[src/rtl/pipeline_hazard_ctrl_pkg.sv]
// Shared encodings for the pipeline hazard controller: PC source selects,
// FSM state encoding and the default register-index width.
package pipeline_hazard_ctrl_pkg;

    localparam int REG_W_DEF = 3;

    localparam logic [1:0] PC_SEL_SEQ    = 2'd0;
    localparam logic [1:0] PC_SEL_BRANCH = 2'd1;
    localparam logic [1:0] PC_SEL_VECTOR = 2'd2;

    typedef enum logic [1:0] {
        ST_RUN        = 2'd0,
        ST_INT_DRAIN  = 2'd1,
        ST_INT_VECTOR = 2'd2
    } hz_state_t;

endpackage

[src/rtl/load_use_detect.sv]
// Purely combinational load-use compare between the decode-stage sources
// and the destination of a load currently in EX.
module load_use_detect
    import pipeline_hazard_ctrl_pkg::*;
#(
    parameter int REG_W = REG_W_DEF
) (
    input  logic [REG_W-1:0] Rs_decode,
    input  logic [REG_W-1:0] Rd_decode,
    input  logic             uses_rs,
    input  logic             uses_rd,
    input  logic             ex_mem_read,
    input  logic [REG_W-1:0] ex_rd,
    output logic             lu
);

    assign lu = ex_mem_read & ((uses_rs & (Rs_decode == ex_rd)) |
                               (uses_rd & (Rd_decode == ex_rd)));

endmodule

[src/rtl/pipeline_hazard_ctrl.sv]
// Stall/flush sequencer: load-use bubbles, taken-branch flushes and
// interrupt entry (drain the pipe, then redirect to the vector).
module pipeline_hazard_ctrl
    import pipeline_hazard_ctrl_pkg::*;
#(
    parameter int REG_W        = REG_W_DEF,
    parameter int DRAIN_CYCLES = 3,
    parameter int CNT_W        = 16
) (
    input  logic             clk,
    input  logic             rst,
    input  logic [REG_W-1:0] Rs_decode,
    input  logic [REG_W-1:0] Rd_decode,
    input  logic             uses_rs,
    input  logic             uses_rd,
    input  logic             ex_mem_read,
    input  logic [REG_W-1:0] ex_rd,
    input  logic             branch_taken,
    input  logic             int_req,
    output logic             en_fd,
    output logic             en_de,
    output logic             flush_fd,
    output logic             flush_de,
    output logic             pc_write,
    output logic [1:0]       pc_sel,
    output logic             int_ack,
    output logic             busy_int,
    output logic [CNT_W-1:0] stall_count
);

    localparam int DW = (DRAIN_CYCLES > 1) ? $clog2(DRAIN_CYCLES) : 1;

    hz_state_t         state, next_state;
    logic              int_pending;
    logic [DW-1:0]     drain_cnt;
    logic              lu;

    load_use_detect #(.REG_W(REG_W)) u_lu (
        .Rs_decode   (Rs_decode),
        .Rd_decode   (Rd_decode),
        .uses_rs     (uses_rs),
        .uses_rd     (uses_rd),
        .ex_mem_read (ex_mem_read),
        .ex_rd       (ex_rd),
        .lu          (lu)
    );

    always_comb begin
        next_state = state;
        en_fd      = 1'b1;
        en_de      = 1'b1;
        flush_fd   = 1'b0;
        flush_de   = 1'b0;
        pc_write   = 1'b1;
        pc_sel     = PC_SEL_SEQ;
        int_ack    = 1'b0;
        // While in reset the outputs hold the plain RUN values.
        if (!rst) begin
            case (state)
                ST_RUN: begin
                    if (branch_taken) begin
                        flush_fd = 1'b1;
                        flush_de = 1'b1;
                        pc_sel   = PC_SEL_BRANCH;
                    end else if (lu) begin
                        en_fd    = 1'b0;
                        pc_write = 1'b0;
                        flush_de = 1'b1;
                    end else if (int_pending) begin
                        next_state = ST_INT_DRAIN;
                    end
                end
                ST_INT_DRAIN: begin
                    pc_write = 1'b0;
                    flush_fd = 1'b1;
                    // A branch resolved while draining is dropped; EX keeps its return address.
                    flush_de = branch_taken;
                    if (drain_cnt == '0) next_state = ST_INT_VECTOR;
                end
                ST_INT_VECTOR: begin
                    pc_sel     = PC_SEL_VECTOR;
                    flush_fd   = 1'b1;
                    int_ack    = 1'b1;
                    next_state = ST_RUN;
                end
                default: next_state = ST_RUN;
            endcase
        end
    end

    always_ff @(posedge clk) begin
        if (rst) begin
            state       <= ST_RUN;
            int_pending <= 1'b0;
            drain_cnt   <= '0;
            stall_count <= '0;
        end else begin
            state <= next_state;
            if (state == ST_RUN && int_req)
                int_pending <= 1'b1;
            else if (state == ST_INT_VECTOR)
                int_pending <= 1'b0;
            if (state == ST_RUN && next_state == ST_INT_DRAIN)
                drain_cnt <= DW'(DRAIN_CYCLES - 1);
            else if (state == ST_INT_DRAIN && drain_cnt != '0)
                drain_cnt <= drain_cnt - 1'b1;
            if (state == ST_RUN && lu && !branch_taken && stall_count != '1)
                stall_count <= stall_count + 1'b1;
        end
    end

    assign busy_int = (state != ST_RUN);

endmodule

[config.mk]
export PLATFORM = sky130hd
export DESIGN_NAME = pipeline_hazard_ctrl
export DESIGN_NICKNAME = d
export VERILOG_FILES = /design/src/rtl/pipeline_hazard_ctrl_pkg.sv /design/src/rtl/load_use_detect.sv /design/src/rtl/pipeline_hazard_ctrl.sv
export SDC_FILE = /design/constraint.sdc
export NUM_CORES = 1
export LEC_CHECK = 0
export BUFFER_PORTS_ARGS = -buffer_cell sky130_fd_sc_hd__buf_4
export CAP_MARGIN = 10
export CELL_PAD_IN_SITES_DETAIL_PLACEMENT = 0
export CELL_PAD_IN_SITES_GLOBAL_PLACEMENT = 1
export CORE_UTILIZATION = 39
export CTS_CLUSTER_DIAMETER = 40
export DETAILED_ROUTE_END_ITERATION = 16
export PLACE_DENSITY = 0.82
export SLEW_MARGIN = 20
export SYNTH_ARGS = -nofsm -noshare
export SYNTH_HDL_FRONTEND = slang
export SYNTH_HIERARCHICAL = 1
export SYNTH_SLANG_ARGS = --single-unit
[constraint.sdc]
create_clock -name clk -period 3.1 [get_ports clk]
set_input_delay 0.31 -clock clk [delete_from_list [all_inputs] [get_ports clk]]
set_output_delay 0.31 -clock clk [all_outputs]
set_load 0.005 [all_outputs]
==> flow_metrics.py, run 1 <==
metrics = {
    "sta": {
        "rsz0062_at_grt": "no",
        "skew_ns": 0.00107,
        "finalHoldViolCount": 0,
        "max_freq_ghz": 0.448,
        "max-slew-margin-rel": 0.522,
        "fin_crit_sh": 0.720,
        "setup_violations": 0,
        "setup-tns-final_ns": 0,
        "tightest_slew_ns": 0.707,
        "finalMaxSlewViolations": 0,
        "fin_crit_ns": 2.23,
    },
    "layout": {
        "diodes": 0,
        "area_delta_synth_final_pct": 26.7,
        "fillers": 321,
        "nets": 224,
        "drive_above_1_share": 0.235,
    },
    "synthesis": {
        "ys_warn_count": 6,
        "synth_flop_cell": "dfxtp_1",
        "async_flop_share": 0,
        "netlist_area_sq_um": 1310,
        "synth.avg_cell_area_sq_um": 8.10,
        "synth_nets": 185,
        "synthTopCellsByArea": "dfxtp_1, a21oi_1, ha_1",
        "synthDistinctLibCells": 42,
        "synth-seq-cells": 21,
        "synth_edf_count": 0,
        "synth_top_area_share": 0.320,
        "synth_area_leader_cell": "dfxtp_1",
        "seq_area_frac_synth": 0.320,
        "syn_inst": 162,
    },
    "route": {
        "ant_nets": 0,
        "avgViaCountPerCell": 5.48,
        "drtPass1Iterations": 4,
        "wl_microns": 3340,
        "drt_iter0_markers": 83,
        "drc": 0,
        "wl_per_cell_microns": 13.7,
        "num_vias": 1336,
    },
    "global_route": {
        "antenna_found_initial": 0,
        "overflow": 0,
        "grt_pass1_vias": 1286,
        "grt_max_degree": 26,
        "grt_pass1_wl_microns": 5580,
        "grtUsageTotal": 0.204,
    },
    "placed_design": {
        "gp_congestion": 0.808,
        "numPortBuffers": 39,
        "post-dp-hpwl_microns": 2510,
    },
    "run": {
        "maxCapViolCount": 0,
    },
    "clock_network": {
        "htree_levels": 1,
        "cts_tree": "yes",
        "clock_latency_ns": 0.30,
        "cts-root-buf": "clkbuf_4",
        "cts_made_buffers": 3,
        "cts_hold_repair.buffers": 0,
        "postCtsResizedCells": 0,
        "max-clock-path-buffers": 2,
        "cts.clk_slew.worst_paths_ns": 0.12,
        "cts_setup_buffers": 0,
        "cts.sinks": 21,
    },
    "floorplan": {
        "dieArea_sq_um": 3600,
        "num_rows": 20,
        "coreArea_sq_um": 3130,
        "initial_core_util": 0.420,
        "die_w_microns": 60.0,
        "ios": 41,
        "die_h_microns": 60.0,
    },
    "setup_path": {
        "arrival_ns": 2.42,
        "max_stage_delay_ns": 0.70,
        "cp-start-kind": "input port",
        "criticalPathCategory": "input port to register",
        "crit_slowest_cell": "nor4b_1",
        "required_ns": 3.29,
        "crit_fanout": 7,
        "crit_chain": "buf_4 > xnor2_1 > nand4_1 > a21boi_1 > nand3b_1 > nor4b_1 > and4_2 > nor3_1",
        "endpoint_kind": "register",
    },
    "pwr": {
        "p_per_area_nw_per_um2": 305,
        "peakVddDrop_mv": 0.197,
        "fin_total_pwr_w": 0.000507,
        "power.leakage_nw": 0.625,
    },
    "status": {
        "status": "completed",
    },
    "min_path": {
        "hp-class": "input port to register",
    },
}
cell usage after synthesis, types with 2 or more instances:
library cell  count
dfxtp_1          21
a21oi_1          20
o21ai_0          13
inv_1            10
nand2_1           9
ha_1              7
nand4_1           7
or3_1             7
xnor2_1           7
nand3_1           6
o31ai_1           5
nor2b_1           4
nor3_1            4
or4_1             4
clkbuf_1          3
nand3b_1          3
nor4_1            3
and2_1            2
and3_1            2
buf_4             2
nor2_1            2
state kept, by name, summed over array words and instances, names as in the netlist:
| signal | flops |
|---|---|
| stall_count | 16 |
| drain_cnt | 2 |
| state | 2 |
| int_pending | 1 |
critical path: cells and delay by family:
kind / cells / cell delay, ns
AO/OA/AOI/OAI: 1 / 0.39
XOR/XNOR: 1 / 0.17
AND/OR/NAND/NOR: 5 / 1.45
buffers and inverters: 1 / 0.12
cell type report:
class                      count  area (sq um)  area share
timing repair buffer          40           300       0.181
sequential                    21           420       0.253
inverter                      10          37.5      0.0226
tap                           44          55.1      0.0331
clock buffer                   4          26.3      0.0158
multi-input combinational    125           823       0.495
cells in the final DEF (no fill, tap or decap), types with 2 or more instances in the layout:
cell	instances
clkbuf_4	3
or4_1	4
nand3b_1	3
o31ai_1	5
nor4_1	3
o21ai_0	13
or3_1	7
nand2_1	9
a21oi_1	20
nand3_1	6
nand4_1	7
and2_1	2
ha_1	7
inv_1	10
nor2_1	2
nor2b_1	4
nor3_1	4
dfxtp_1	21
xnor2_1	7
and3_1	2
buf_4	40
stage by stage:
stage	instance area [sq um]	utilization	instances	setup slack [ns]	hold WS (ns)
after global routing	1660	0.532	244	0.571	0.238
after detailed placement	1640	0.523	240	0.576	0.481
after global placement	1640	0.523	240	0.691	0.469
after CTS	1660	0.532	244	0.857	0.240
final	1660	0.532	244	0.869	0.249
after floorplan	1310	-	162	1.04	0.413
final timing paths:
| kind | cells after the start | endpoint | startpoint | slack [ns] |
|---|---|---|---|---|
| worst max register to register | 6 | stall_count[13]$_SDFFE_PP0P_ | state[0]$_SDFF_PP0_ | 0.87 |
| worst min-delay path | 3 | int_pending$_SDFFE_PP0P_ | int_req | 0.25 |
| worst max-delay path | 8 | stall_count[13]$_SDFFE_PP0P_ | ex_rd[1] | 0.87 |
| worst min register to register | 2 | int_pending$_SDFFE_PP0P_ | int_pending$_SDFFE_PP0P_ | 0.49 |
report_power, final:
group / internal [W] / switching (W)
logic: 0.0000479 / 0.0000442
registers: 0.000276 / 0.00000550
clock network: 0.0000501 / 0.0000837
cells by family (layout without fill, tap and decap cells):
group	after synthesis	in the layout	share of synthesized area
other cells	1	1	0.00286
buf+inv	16	54	0.0524
compound gates	46	46	0.206
flops	21	21	0.320
fa+ha+maj	7	7	0.0667
simple gates	64	64	0.305
xor+xnor	7	7	0.0467
routing by layer:
metal  part of all wire  track usage  vias to the layer above
met1               0.44        0.237                      621
met4              0.010       0.0631                        0
met3              0.030       0.0411                        4
met5                  0            0                        -
met2               0.52        0.373                       33
li1                   -            -                      678
(Power assumes the default switching activity.)
==> inputs of run 2 (changes only) <==
Settings changed: CORE_UTILIZATION 39 to 36, PLACE_DENSITY 0.82 to 0.76.
Clock period 3.1 ns to 2.1 ns, I/O delays scaled along.
==> flow_metrics.py, run 2 (same netlist as run 1, synthesis figures left out) <==
metrics = {
    "clock_network": {
        "max-clock-path-buffers": 2,
        "htree_levels": 1,
        "cts.clk_slew.worst_paths_ns": 0.13,
        "cts_tree": "yes",
        "clock_latency_ns": 0.31,
        "cts.sinks": 21,
        "cts_made_buffers": 3,
        "cts-root-buf": "clkbuf_4",
    },
    "sta": {
        "max_freq_ghz": 0.506,
        "finalHoldViolCount": 0,
        "max-slew-margin-rel": 0.637,
        "fin_crit_sh": 0.942,
        "skew_ns": 0.00458,
        "tightest_slew_ns": 0.539,
        "hold_ws_ns": 0.138,
        "fin_crit_ns": 1.98,
        "finalMaxSlewViolations": 0,
        "setup_violations": 0,
    },
    "global_route": {
        "overflow": 0,
        "grt_pass1_vias": 1242,
        "grt_pass1_wl_microns": 5640,
        "antenna_found_initial": 0,
        "grtUsageTotal": 0.180,
        "grt_max_degree": 26,
    },
    "route": {
        "ant_nets": 0,
        "wl_per_cell_microns": 13.2,
        "num_vias": 1352,
        "avgViaCountPerCell": 5.34,
        "drc": 0,
        "drt_iter0_markers": 146,
        "drtPass1Iterations": 4,
        "wl_microns": 3350,
    },
    "layout": {
        "diodes": 0,
        "largestRegisters": "stall_count (16), drain_cnt (2), state (2)",
        "nets": 231,
        "area_delta_synth_final_pct": 32.4,
        "multiInputGateArea_sq_um": 835,
        "drive_above_1_share": 0.295,
        "instances_no_fill": 253,
        "top_register": "stall_count",
        "layout_commonest_cell": "buf_4",
        "seqCellArea_sq_um": 428,
        "fillers": 354,
        "largest_register_ff_count": 16,
        "final_cell_mix": "buf_4, a21oi_1, dfxtp_1",
    },
    "min_path": {
        "hp-class": "input port to register",
    },
    "setup_path": {
        "crit_fanout": 8,
        "cp-start-kind": "register",
        "required_ns": 1.89,
        "rrSetupSlack_ns": 0.23,
        "arrival_ns": 1.77,
        "endpoint_kind": "output pin",
        "criticalPathCategory": "register to output pin",
    },
    "pwr": {
        "p_per_area_nw_per_um2": 442,
        "power.leakage_nw": 0.668,
        "peakVddDrop_mv": 0.216,
    },
    "floorplan": {
        "num_rows": 21,
        "dieArea_sq_um": 3890,
        "initial_core_util": 0.384,
        "ios": 41,
        "die_h_microns": 62.4,
        "coreArea_sq_um": 3420,
        "die_w_microns": 62.4,
    },
    "placed_design": {
        "gp_congestion": 0.803,
        "post-dp-hpwl_microns": 2510,
        "numPortBuffers": 39,
        "dp_cells": 249,
    },
    "run": {
        "maxCapViolCount": 0,
    },
    "status": {
        "status": "completed",
    },
}
==> run 2: cell count changes in the layout (fill, tap and decap cells not counted), sizes merged <==
cell,change
buf,+7
clkbuf,-1
clkinv,+1
==> run 2: power breakdown <==
group          switching, W  total (W)  internal (W)
Sequential       0.00000875   0.000416      0.000407
Combinational     0.0000664   0.000145     0.0000790
Clock              0.000136   0.000208     0.0000712
Total              0.000212   0.000769      0.000557
==> run 2: final cells by class <==
class | count | share of cell area
Multi-Input combinational cell | 125 | 0.480
Sequential cell | 21 | 0.246
Timing Repair Buffer | 47 | 0.203
Tap cell | 46 | 0.0331
Inverter | 10 | 0.0216
Clock buffer | 3 | 0.0130
Clock inverter | 1 | 0.00288
==> run 2: path summary, 6_finish.rpt <==
path	from	to	depth (start not counted)
max	state[0]$_SDFF_PP0_	flush_fd	8
min	int_req	int_pending$_SDFFE_PP0P_	3
max reg2reg	state[0]$_SDFF_PP0_	stall_count[14]$_SDFFE_PP0P_	6
min reg2reg	int_pending$_SDFFE_PP0P_	int_pending$_SDFFE_PP0P_	2
==> run 2: metrics by stage <==
step | setup WS, ns | util | area [sq um] | total power (W) | setup TNS (ns)
after global placement | 0.127 | 0.495 | 1690 | 0.000561 | 0
after floorplan | 0.138 | - | 1310 | 0.000501 | 0
after global routing | -0.000861 | 0.509 | 1740 | 0.000816 | -0.000861
final | 0.122 | 0.509 | 1740 | 0.000769 | 0
after CTS | 0.0123 | 0.504 | 1720 | 0.000773 | 0
after detailed placement | 0.0248 | 0.495 | 1690 | 0.000564 | 0
==> run 2: critical path, stage by stage (launching register included) <==
cell and delay (ns):
dfxtp_4 0.38, inv_1 0.10, ha_2 0.21, buf_4 0.15
nor2b_2 0.19, and2_4 0.17, a21oi_2 0.03, nor2_1 0.10
buf_4 0.11
==> run 2: routing by layer <==
layer / GRT usage / part of all wire
met1: 0.215 / 0.45
met2: 0.327 / 0.50
met3: 0.0255 / 0.032
met4: 0.0610 / 0.018
met5: 0 / 0
==> run 2: repair_timing <==
action                                  CTS  global route
hold buffers                              0             0
cloned                                    0             0
buffers inserted                          0             0
gates resized for setup                   2             6
endpoints found under the setup margin    1             1
==> inputs of run 3 (changes only) <==
==> constraint.sdc (replaced) <==
create_clock -name clk -period 2.1 [get_ports clk]
set_input_delay 0.105 -clock clk [delete_from_list [all_inputs] [get_ports clk]]
set_output_delay 0.105 -clock clk [all_outputs]
set_load 0.005 [all_outputs]
==> flow_metrics.py, run 3 (same netlist as run 1, synthesis figures left out) <==
metrics = {
    "layout": {
        "instances_no_fill": 252,
        "area_delta_synth_final_pct": 30.9,
        "final_area_sq_um": 1720,
        "drive_above_1_share": 0.267,
        "top_register": "stall_count",
        "diodes": 0,
        "final_cell_mix": "buf_4, a21oi_1, dfxtp_1",
        "largestRegisters": "stall_count (16), drain_cnt (2), state (2)",
        "post-route-util": 0.503,
        "nets": 230,
        "largest_register_ff_count": 16,
        "layout_commonest_cell": "buf_4",
    },
    "route": {
        "num_vias": 1371,
        "drt_iter0_markers": 69,
        "ant_nets": 0,
        "wl_per_cell_microns": 13.8,
        "drtPass1Iterations": 4,
        "drc": 0,
        "wl_microns": 3470,
        "avgViaCountPerCell": 5.44,
    },
    "global_route": {
        "grt_max_degree": 26,
        "overflow": 0,
        "grt_pass1_vias": 1328,
        "grtUsageTotal": 0.185,
        "antenna_found_initial": 0,
        "grt_pass1_wl_microns": 5870,
    },
    "floorplan": {
        "coreArea_sq_um": 3420,
        "die_h_microns": 62.4,
        "num_rows": 21,
        "initial_core_util": 0.384,
        "dieArea_sq_um": 3890,
        "ios": 41,
        "die_w_microns": 62.4,
    },
    "clock_network": {
        "clock_latency_ns": 0.31,
        "cts-root-buf": "clkbuf_4",
        "cts.sinks": 21,
        "cts_made_buffers": 3,
        "cts_tree": "yes",
        "htree_levels": 1,
        "cts_hold_repair.buffers": 0,
        "cts_setup_buffers": 0,
        "postCtsResizedCells": 0,
        "max-clock-path-buffers": 2,
        "cts.clk_slew.worst_paths_ns": 0.12,
    },
    "sta": {
        "setup_ws_ns": 0.151,
        "rsz0062_at_grt": "no",
        "max-slew-margin-rel": 0.618,
        "setup-tns-final_ns": 0,
        "finalMaxSlewViolations": 0,
        "fin_crit_ns": 1.95,
        "skew_ns": 0.00499,
        "fin_crit_sh": 0.928,
        "tightest_slew_ns": 0.568,
        "setup_violations": 0,
        "max_freq_ghz": 0.513,
        "finalHoldViolCount": 0,
    },
    "setup_path": {
        "criticalPathCategory": "register to output pin",
        "rrSetupSlack_ns": 0.26,
        "arrival_ns": 1.84,
        "required_ns": 2.00,
        "rr_worst_depth": 6,
        "r2r-end": "stall_count[12]$_SDFFE_PP0P_",
        "reg2reg_from": "state[1]$_SDFF_PP0_",
        "cp-start-kind": "register",
        "endpoint_kind": "output pin",
        "crit_fanout": 8,
    },
    "status": {
        "status": "completed",
    },
    "min_path": {
        "min-delay-start": "int_req",
        "hp-class": "input port to register",
        "hold_end": "int_pending$_SDFFE_PP0P_",
        "whs_path_depth": 3,
    },
    "placed_design": {
        "post-dp-hpwl_microns": 2600,
        "dpl-instance-area_sq_um": 1680,
        "pre_cts_ws_ns": 0.0480,
        "dp_cells": 248,
        "gp_congestion": 0.785,
        "numPortBuffers": 39,
    },
    "pwr": {
        "power.leakage_nw": 0.656,
        "peakVddDrop_mv": 0.193,
        "p_per_area_nw_per_um2": 444,
    },
    "run": {
        "maxCapViolCount": 0,
    },
}
run 3: routing by layer:
layer	vias to the layer above	global-route usage	routed length (microns)
met1	653	0.215	1550
met3	6	0.0292	91
met5	-	0	0
met4	0	0.0523	49
met2	24	0.348	1770
li1	688	-	-
run 3: power by group:
| group | switching [W] | internal (W) |
|---|---|---|
| registers | 0.00000694 | 0.000407 |
| logic | 0.0000685 | 0.0000765 |
| clock network | 0.000129 | 0.0000741 |
| total | 0.000204 | 0.000558 |
run 3: worst max path at each step:
stage,endpoint,startpoint,slack [ns]
after floorplan,stall_count[13]$_SDFFE_PP0P_,state[0]$_SDFF_PP0_,0.22
after global placement,stall_count[15]$_SDFFE_PP0P_,ex_rd[0],0.15
after detailed placement,stall_count[12]$_SDFFE_PP0P_,ex_rd[0],0.05
after CTS,flush_fd,state[1]$_SDFF_PP0_,0.05
after global routing,flush_fd,state[0]$_SDFF_PP0_,0.005
final,flush_fd,state[1]$_SDFF_PP0_,0.15
run 3: metrics by stage:
stage          power [W]  hold WS [ns]
6_report        0.000762        0.0430
5_1_grt         0.000807        0.0664
4_1_cts         0.000772        0.0410
3_5_place_dp    0.000569         0.383
3_3_place_gp    0.000563         0.364
2_1_floorplan   0.000501         0.208
run 3: layout make-up:
cell class,count,area [sq um]
Tap cell,46,57.6
Inverter,10,37.5
Fill cell,358,1700
Multi-Input combinational cell,125,830
Sequential cell,21,422
Clock buffer,4,26.3
Timing Repair Buffer,46,345
run 3: critical path: stages (launching register included):
cell and delay [ns]:
dfxtp_2 0.41, inv_1 0.08, ha_1 0.23, buf_4 0.18
nor2b_1 0.15, and2_1 0.19, a21oi_1 0.12, nor2_1 0.06
buf_4 0.13
